==> src/rtl/simd_addsub_sequencer_if.sv <==
// rtl/simd_addsub_sequencer_if.sv - issue/result and shared-adder signal bundle for the SIMD add/sub sequencer
interface simd_addsub_sequencer_if #(
  parameter int LANES = 4
);
  // issue side
  logic                  start;
  logic [1:0]            op;
  logic [32*LANES-1:0]   va;
  logic [32*LANES-1:0]   vb;
  // result side
  logic                  busy;
  logic                  done;
  logic [32*LANES-1:0]   vs;
  logic [LANES-1:0]      ovf_mask;
  logic [LANES-1:0]      neg_mask;
  // shared adder side
  logic [31:0]           add_a;
  logic [31:0]           add_b;
  logic                  add_sub;
  logic [31:0]           add_s;
  logic                  add_ovf;
  logic                  add_neg;

  // issue logic plus the shared adder (environment of the sequencer)
  modport master (
    output start, op, va, vb, add_s, add_ovf, add_neg,
    input  busy, done, vs, ovf_mask, neg_mask, add_a, add_b, add_sub
  );

  // the sequencer itself
  modport slave (
    input  start, op, va, vb, add_s, add_ovf, add_neg,
    output busy, done, vs, ovf_mask, neg_mask, add_a, add_b, add_sub
  );
endinterface

==> src/rtl/simd_addsub_sequencer.sv <==
// rtl/simd_addsub_sequencer.sv - steps a LANES-wide add/sub/reduce through one shared 32-bit adder, one lane per clock
module simd_addsub_sequencer #(
  parameter int LANES = 4,
  parameter int CNT_W = 3
) (
  input  logic                     i_clk,
  input  logic                     i_rst,
  simd_addsub_sequencer_if.slave   bus
);

  typedef enum logic [1:0] {
    S_IDLE = 2'd0,
    S_RUN  = 2'd1,
    S_DONE = 2'd2
  } state_t;

  localparam logic [1:0] OP_ADD = 2'b00;
  localparam logic [1:0] OP_SUB = 2'b01;
  localparam logic [1:0] OP_RED = 2'b10;

  // last counter value for lane ops and for reduce steps (reduce has LANES-1 steps)
  localparam logic [CNT_W-1:0] LANE_LAST = CNT_W'(LANES - 1);
  localparam logic [CNT_W-1:0] RED_LAST  = CNT_W'((LANES > 1) ? (LANES - 2) : 0);

  state_t                r_state;
  logic [CNT_W-1:0]      r_cnt;
  logic [1:0]            r_op;
  logic [32*LANES-1:0]   r_va;
  logic [32*LANES-1:0]   r_vb;
  logic [32*LANES-1:0]   r_vs;
  logic [LANES-1:0]      r_ovf;
  logic [LANES-1:0]      r_neg;
  // during reduce r_add_a doubles as the running accumulator
  logic [31:0]           r_add_a;
  logic [31:0]           r_add_b;
  logic                  r_add_sub;
  logic                  r_busy;
  logic                  r_done;

  // lane select by counter value; out-of-range index yields zero
  function automatic logic [31:0] lane_of(input logic [32*LANES-1:0] v, input logic [CNT_W-1:0] idx);
    logic [31:0] r;
    r = '0;
    for (int i = 0; i < LANES; i++) begin
      if (idx == CNT_W'(i)) r = v[32*i +: 32];
    end
    return r;
  endfunction

  // sequencer FSM: accept, per-lane/per-step adder drive and result capture, one-cycle DONE
  always_ff @(posedge i_clk or posedge i_rst) begin
    if (i_rst) begin
      r_state   <= S_IDLE;
      r_cnt     <= '0;
      r_op      <= OP_ADD;
      r_va      <= '0;
      r_vb      <= '0;
      r_vs      <= '0;
      r_ovf     <= '0;
      r_neg     <= '0;
      r_add_a   <= '0;
      r_add_b   <= '0;
      r_add_sub <= 1'b0;
      r_busy    <= 1'b0;
      r_done    <= 1'b0;
    end else begin
      case (r_state)
        S_IDLE, S_DONE: begin
          r_done <= 1'b0;
          if (bus.start) begin
            r_va  <= bus.va;
            r_vb  <= bus.vb;
            r_op  <= (bus.op == 2'b11) ? OP_ADD : bus.op;
            r_cnt <= '0;
            r_vs  <= '0;
            r_ovf <= '0;
            r_neg <= '0;
            if (bus.op == OP_RED && LANES == 1) begin
              // single-lane reduce needs no adder pass
              r_vs[31:0] <= bus.va[31:0];
              r_state    <= S_DONE;
              r_done     <= 1'b1;
              r_busy     <= 1'b0;
              r_add_a    <= '0;
              r_add_b    <= '0;
              r_add_sub  <= 1'b0;
            end else if (bus.op == OP_RED) begin
              // accumulator preloaded with lane0, first addend is lane1
              r_add_a   <= lane_of(bus.va, CNT_W'(0));
              r_add_b   <= lane_of(bus.va, CNT_W'(1));
              r_add_sub <= 1'b0;
              r_state   <= S_RUN;
              r_busy    <= 1'b1;
            end else begin
              r_add_a   <= lane_of(bus.va, CNT_W'(0));
              r_add_b   <= lane_of(bus.vb, CNT_W'(0));
              r_add_sub <= (bus.op == OP_SUB);
              r_state   <= S_RUN;
              r_busy    <= 1'b1;
            end
          end else begin
            r_state <= S_IDLE;
            r_busy  <= 1'b0;
          end
        end

        S_RUN: begin
          if (r_op == OP_RED) begin
            r_ovf[0] <= r_ovf[0] | bus.add_ovf;
            r_neg[0] <= bus.add_neg;
            if (r_cnt == RED_LAST) begin
              r_vs[31:0] <= bus.add_s;
              r_state    <= S_DONE;
              r_done     <= 1'b1;
              r_busy     <= 1'b0;
              r_add_a    <= '0;
              r_add_b    <= '0;
              r_add_sub  <= 1'b0;
            end else begin
              r_add_a <= bus.add_s;
              r_add_b <= lane_of(r_va, r_cnt + CNT_W'(2));
              r_cnt   <= r_cnt + CNT_W'(1);
            end
          end else begin
            for (int i = 0; i < LANES; i++) begin
              if (r_cnt == CNT_W'(i)) begin
                r_vs[32*i +: 32] <= bus.add_s;
                r_ovf[i]         <= bus.add_ovf;
                r_neg[i]         <= bus.add_neg;
              end
            end
            if (r_cnt == LANE_LAST) begin
              r_state   <= S_DONE;
              r_done    <= 1'b1;
              r_busy    <= 1'b0;
              r_add_a   <= '0;
              r_add_b   <= '0;
              r_add_sub <= 1'b0;
            end else begin
              r_add_a <= lane_of(r_va, r_cnt + CNT_W'(1));
              r_add_b <= lane_of(r_vb, r_cnt + CNT_W'(1));
              r_cnt   <= r_cnt + CNT_W'(1);
            end
          end
        end

        default: begin
          r_state <= S_IDLE;
          r_busy  <= 1'b0;
          r_done  <= 1'b0;
        end
      endcase
    end
  end

  assign bus.busy     = r_busy;
  assign bus.done     = r_done;
  assign bus.vs       = r_vs;
  assign bus.ovf_mask = r_ovf;
  assign bus.neg_mask = r_neg;
  assign bus.add_a    = r_add_a;
  assign bus.add_b    = r_add_b;
  assign bus.add_sub  = r_add_sub;

endmodule

==> src/flat_wrapper.sv <==
// flat-port wrapper written by rule: the top's interface ports become plain ports
module simd_addsub_sequencer_flat 
#(
  parameter int LANES = 4,
  parameter int CNT_W = 3
)
  (i_clk, i_rst, bus_start, bus_op, bus_va, bus_vb, bus_add_s, bus_add_ovf, bus_add_neg, bus_busy, bus_done, bus_vs, bus_ovf_mask, bus_neg_mask, bus_add_a, bus_add_b, bus_add_sub);
  simd_addsub_sequencer_if #(.LANES(LANES)) bus_i ();
  input  logic i_clk;
  input  logic i_rst;
  input wire logic [$bits(bus_i.start)-1:0] bus_start;
  input wire logic [$bits(bus_i.op)-1:0] bus_op;
  input wire logic [$bits(bus_i.va)-1:0] bus_va;
  input wire logic [$bits(bus_i.vb)-1:0] bus_vb;
  input wire logic [$bits(bus_i.add_s)-1:0] bus_add_s;
  input wire logic [$bits(bus_i.add_ovf)-1:0] bus_add_ovf;
  input wire logic [$bits(bus_i.add_neg)-1:0] bus_add_neg;
  output wire logic [$bits(bus_i.busy)-1:0] bus_busy;
  output wire logic [$bits(bus_i.done)-1:0] bus_done;
  output wire logic [$bits(bus_i.vs)-1:0] bus_vs;
  output wire logic [$bits(bus_i.ovf_mask)-1:0] bus_ovf_mask;
  output wire logic [$bits(bus_i.neg_mask)-1:0] bus_neg_mask;
  output wire logic [$bits(bus_i.add_a)-1:0] bus_add_a;
  output wire logic [$bits(bus_i.add_b)-1:0] bus_add_b;
  output wire logic [$bits(bus_i.add_sub)-1:0] bus_add_sub;
  assign bus_i.start = bus_start;
  assign bus_i.op = bus_op;
  assign bus_i.va = bus_va;
  assign bus_i.vb = bus_vb;
  assign bus_i.add_s = bus_add_s;
  assign bus_i.add_ovf = bus_add_ovf;
  assign bus_i.add_neg = bus_add_neg;
  assign bus_busy = bus_i.busy;
  assign bus_done = bus_i.done;
  assign bus_vs = bus_i.vs;
  assign bus_ovf_mask = bus_i.ovf_mask;
  assign bus_neg_mask = bus_i.neg_mask;
  assign bus_add_a = bus_i.add_a;
  assign bus_add_b = bus_i.add_b;
  assign bus_add_sub = bus_i.add_sub;
  simd_addsub_sequencer #(.LANES(LANES), .CNT_W(CNT_W)) u_core (.i_clk(i_clk), .i_rst(i_rst), .bus(bus_i));
endmodule
==> config.mk <==
export PLATFORM = sky130hd
export DESIGN_NAME = simd_addsub_sequencer_flat
export DESIGN_NICKNAME = d
export VERILOG_FILES = /design/src/rtl/simd_addsub_sequencer_if.sv /design/src/rtl/simd_addsub_sequencer.sv /design/src/flat_wrapper.sv
export SDC_FILE = /design/constraint.sdc
export NUM_CORES = 1
export LEC_CHECK = 0
export BUFFER_PORTS_ARGS = -buffer_cell sky130_fd_sc_hd__buf_2
export CAP_MARGIN = 30
export CORE_MARGIN = 10
export CORE_UTILIZATION = 37
export CTS_BUF_LIST = sky130_fd_sc_hd__clkbuf_8
export DETAILED_ROUTE_END_ITERATION = 10
export HOLD_SLACK_MARGIN = 0.06
export PLACE_DENSITY = 0.6
export SLEW_MARGIN = 0
export SYNTH_ARGS = -nofsm -noshare
export SYNTH_HDL_FRONTEND = slang
export SYNTH_SLANG_ARGS = --single-unit
==> constraint.sdc <==
create_clock -name i_clk -period 21.7 [get_ports i_clk]
set_input_delay 2.17 -clock i_clk [delete_from_list [all_inputs] [get_ports i_clk]]
set_output_delay 2.17 -clock i_clk [all_outputs]
set_load 0.03 [all_outputs]
* Word level (Yosys, flattened, before mapping)
Cells that the tools add are included.
** Word-level totals
- Register bits :: 466
- Bits in latches :: 0
- Memory bits (writable) :: 0
- ROM bits :: 0
- Bits of input ports :: 295
- Word-level logic and storage cells :: 135
- Memories kept :: 0
** Cells by class
- $add $sub $neg :: 2
- Multipliers :: 0
- Div/mod/pow operators :: 0
- Magnitude comparators :: 0
- Eq/ne operators :: 25
- Shift operators :: 0
- Muxes and demuxes :: 69
- Bitwise operators :: 1
- Reductions and logical operators :: 16
** Operators by type and width (count)
- 32-bit two-way mux :: 26
- 128-bit one-hot mux with 2 select lines :: 1
- 128-bit two-way mux :: 1
- 32-bit one-hot mux with 2 select lines :: 2
- 96-bit two-way mux :: 1
- 4-bit AND reduction :: 6
- 1-bit two-way mux :: 21
- 3-bit by 2-bit equality test with 1-bit output (second input constant) :: 6
- 3-bit two-way mux :: 6
- 4-bit one-hot mux with 2 select lines :: 2
- 3-bit by 1-bit equality test with 1-bit output (second input constant) :: 3
- 3-bit logical NOT :: 3
- 2-bit equality test (second input constant) :: 4
- 2-bit two-way mux :: 4
- 2-bit by 1-bit != test with 1-bit output (second input constant) :: 3
- 3-bit by 1-bit != test with 1-bit output (second input constant) :: 2
- 3-bit != test (second input constant) :: 2
- 3-bit one-hot mux with 2 select lines :: 1
- 2-bit AND reduction :: 3
- 2-bit by 1-bit equality test with 1-bit output (second input constant) :: 2
- 4-bit two-way mux :: 1
- 2-bit != test (second input constant) :: 2
- 1-bit one-hot mux with 2 select lines :: 2
- 2-bit one-hot mux with 2 select lines :: 1
- 8 further kinds :: 8

* Depth between registers and ports, before layout
- Depth in word-level cells :: 9
- Mapped depth :: 9
- Depth with buffers taken out :: 6

* Least setup slack after synthesis
Ideal clock, no wire load.
- Path type :: input-to-reg
- Start :: input bus_start
- End :: register u_core.r_neg[1], in the netlist u_core.bus.neg_mask[1]
- Library setup time :: 0.125 ns
- Data arrival time :: 3.272 ns
- Path slack :: 18.303 ns
- Stages on the path :: 6
- Buffers on the path :: 2
- Cell sequence :: nor2b_1 -> buf_2 -> a21oi_2 -> nor2_2 -> buf_4 -> mux2_2
** On the way
- Word-level cells in the longest chain between the ends :: 2
** RTL lines
- start, declared :: RTL line flat_wrapper.sv:11 : input wire logic [$bits(bus_i.start)-1:0] bus_start;
- 2-bit != test (no source line)
- 4-bit AND reduction (no source line)
- end signal, assigned by index :: RTL line simd_addsub_sequencer.sv:129 : r_neg[i] <= bus.add_neg;
- end, declared :: RTL line simd_addsub_sequencer.sv:32 : logic [LANES-1:0] r_neg;
Every way passes these cells.
A chain may end at the register's enable or synchronous reset.

* Final worst setup path
- Start :: input bus_start
- End :: register u_core.r_add_b[19], in the netlist u_core.bus.add_b[19]
** On the way
- Word-level cells in the longest chain between the ends :: 2
** RTL lines
- 2-bit != test (no source line)
- 2-bit AND reduction (no source line)
- end signal, assigned :: RTL line simd_addsub_sequencer.sv:90 : r_add_b <= lane_of(bus.va, CNT_W'(1));
- end signal, assigned :: RTL line simd_addsub_sequencer.sv:96 : r_add_b <= lane_of(bus.vb, CNT_W'(0));
- end signal, assigned :: RTL line simd_addsub_sequencer.sv:121 : r_add_b <= lane_of(r_va, r_cnt + CNT_W'(2));
- end, declared :: RTL line simd_addsub_sequencer.sv:35 : logic [31:0] r_add_b;
Every way passes these cells.

==> impl_metrics.ini <==
[run_status]
status = completed

[die]
dieArea_sq_um = 69500
core-area_sq_um = 58900
std_cell_rows = 89
die-height_um = 264
die_w_um = 264
start_util_pct = 37.3
io_pins = 498

[sta]
rsz0062_at_grt = false
maxSlewViolCount = 0
finalHoldViolations = 0
holdWs_ns = 0.470
finClkSkew_ns = 0.0400
timing.fmax_ghz = 0.235
setup_tns_ns = 0
fin_crit_sh_pct = 19.6
setup_viol = 0
relSlewSlack_pct = 33.1
min_period_ns = 4.25
tightest_slew_ns = 1.00

[setup_path]
cp_common_cell = buf_4
path_delay_family = buffers and inverters
cp-start-kind = primary input
cp_max_fo = 73
path_cells = buf_2 -> nor2b_4 -> buf_4 -> buf_4 -> nor2_1 -> a211o_1 -> o211ai_1
slowest_stage = buf_4
path_buf_inv = 3
worst_path_largest_cell_delay_ns = 0.71
critical_path_class = in -> reg
critPathRequiredTime_ns = 22.30
crit_arrival_ns = 4.85
endpoint_kind = flop

[global_routing]
antenna_found_initial = 25
grt_usage_pct = 24.3
grt_remaining_overflow = 0
grt_pass1_vias = 20300
grt_pass1_wl_mm = 130
grt_max_degree = 146

[routing]
ant_nets = 0
wl_mm = 87.4
dr.pass1.iters = 9
vias = 19600
drc = 0
wire_per_inst_um = 24.4
via_per_inst = 5.47
drt_iter0_drc = 1928

[synthesis]
ys_seq_area_share_pct = 53.0
synth_cells = 2295
synth_nets = 2596
synth_area_leaders = dfrtp_1 (53%), nand2_1 (14%), mux2_2 (6.9%), o21ai_0 (2.8%), clkbuf_1 (2.1%)
syn_area_sq_um = 22000
yosys_register_bits = 465
synth-edff-count = 0
synth.top_cell.area_share_pct = 53.0
yosysTopAreaCell = dfrtp_1
async_reset_ff_share_pct = 100
synth_most_common_cell = nand2_1
netlist-cell-type-count = 48
ys.flop_type = dfrtp_1
ys_warn_count = 0
avgSynthCellArea_sq_um = 9.56
synth_common_cells = nand2_1 (842), dfrtp_1 (465), mux2_2 (135)

[placement]
place_congestion = 0.873
dp.cells = 3409
dp_hpwl_mm = 61.3
io_buffers = 497

[power_and_ir_drop]
ir_worst_vdd_v = 0.0000997
p_per_area_nw_per_um2 = 179
p_leak_nw = 13.7

[clock_tree]
cts_hold_buf = 0
cts.sinks = 465
cts_buffers = 84
cts_setup_buffers = 0
htreeDepth = 3
clock_path_buffers = 3
clk_pin_slew_worst_paths_ns = 0.06
post_cts_resized = 0
cts_tree = yes
clock_latency_ns = 0.70
root_buffer = clkbuf_8

[layout]
drive_above_1_share_pct = 29.6
syn_to_final_growth_pct = 23.3
final_nets = 3029
final_cells = 3584
post-route-util_pct = 45.9

[hold_path]
min_path_type = reg -> reg

[flow_run]
cap_viol_max_count = 0
## metal layers
metal	GRT usage [%]	share of wire, %	up-vias
met4	8.59	2.7	20
li1	-	-	8810
met2	42.2	51	823
met5	0	0.14	-
met3	6.00	7.4	154
met1	28.7	39	9783
## sequential cells by signal, summed over array words and instances, names as in the netlist, 3 cells and up
| name | count |
|---|---|
| u_core.r_va | 128 |
| u_core.bus.neg_mask | 4 |
| u_core.r_cnt | 3 |
| u_core.bus.add_b | 32 |
| u_core.bus.add_a | 32 |
| u_core.bus.vs | 128 |
| u_core.bus.ovf_mask | 4 |
| u_core.r_vb | 128 |
## cells by family after synthesis
kind of cell             share of synthesized area [%]
flip-flops                                        53.0
multiplexers                                      8.44
AO/OA/AOI/OAI                                     14.4
buffers and inverters                             3.84
adder cells (fa/ha/maj)                          0.342
XOR/XNOR                                        0.0399
AND/OR/NAND/NOR                                   20.0
## cell type report
class	count	area, sq um
Multi-Input combinational cell	1637	9570
Timing Repair Buffer	534	2950
Tap cell	773	967
Fill cell	5731	31800
Antenna cell	12	30.0
Clock buffer	111	1530
Sequential cell	465	11600
Inverter	6	30.0
Clock inverter	46	350
## through the flow
step                setup WS [ns]  instance area (sq um)  power [mW]
floorplan                    6.56                  22000        3.08
global placement            16.75                  24900        3.84
detailed placement          16.73                  25000        3.92
CTS                         17.49                  26900        4.85
global route                17.19                  27100        5.13
finish                      17.45                  27100        4.84
## worst min-delay path, stage by stage, from the launching register on
cell and delay [ns]:
dfrtp_1 0.34, nand2_1 0.05, nand2_1 0.05
## path summary, 6_finish.rpt
check	startpoint	end	slack, ns	cells after the start
max in group asynchronous	i_rst	u_core.bus.vs[108]	17.96	4
hold / removal	u_core.r_vb[10]	u_core.r_vb[10]	0.47	2
setup reg to reg	u_core.r_cnt[2]	u_core.bus.add_a[3]	17.94	8
setup / recovery	bus_start	u_core.bus.add_b[19]	17.45	7
min in group asynchronous	i_rst	u_core.r_vb[51]	1.59	2
hold reg to reg	u_core.r_vb[10]	u_core.r_vb[10]	0.47	2
## layout by cell type, fill, tap and decap left out, drive strengths merged, types with 33 or more instances in the layout
cell type / instances
nand2: 842
inv: 37
nor2: 37
and2: 38
o21ai: 131
nand3b: 33
clkbuf: 111
a21oi: 39
mux2: 136
buf: 534
dfrtp: 465
## power by group
group / switching (mW) / internal (mW) / leakage, nW
logic: 1.55 / 0.835 / 6.84
registers: 0.267 / 1.27 / 5.83
clock network: 0.401 / 0.511 / 1.07
Note: power is estimated with default switching activity, not from simulation.
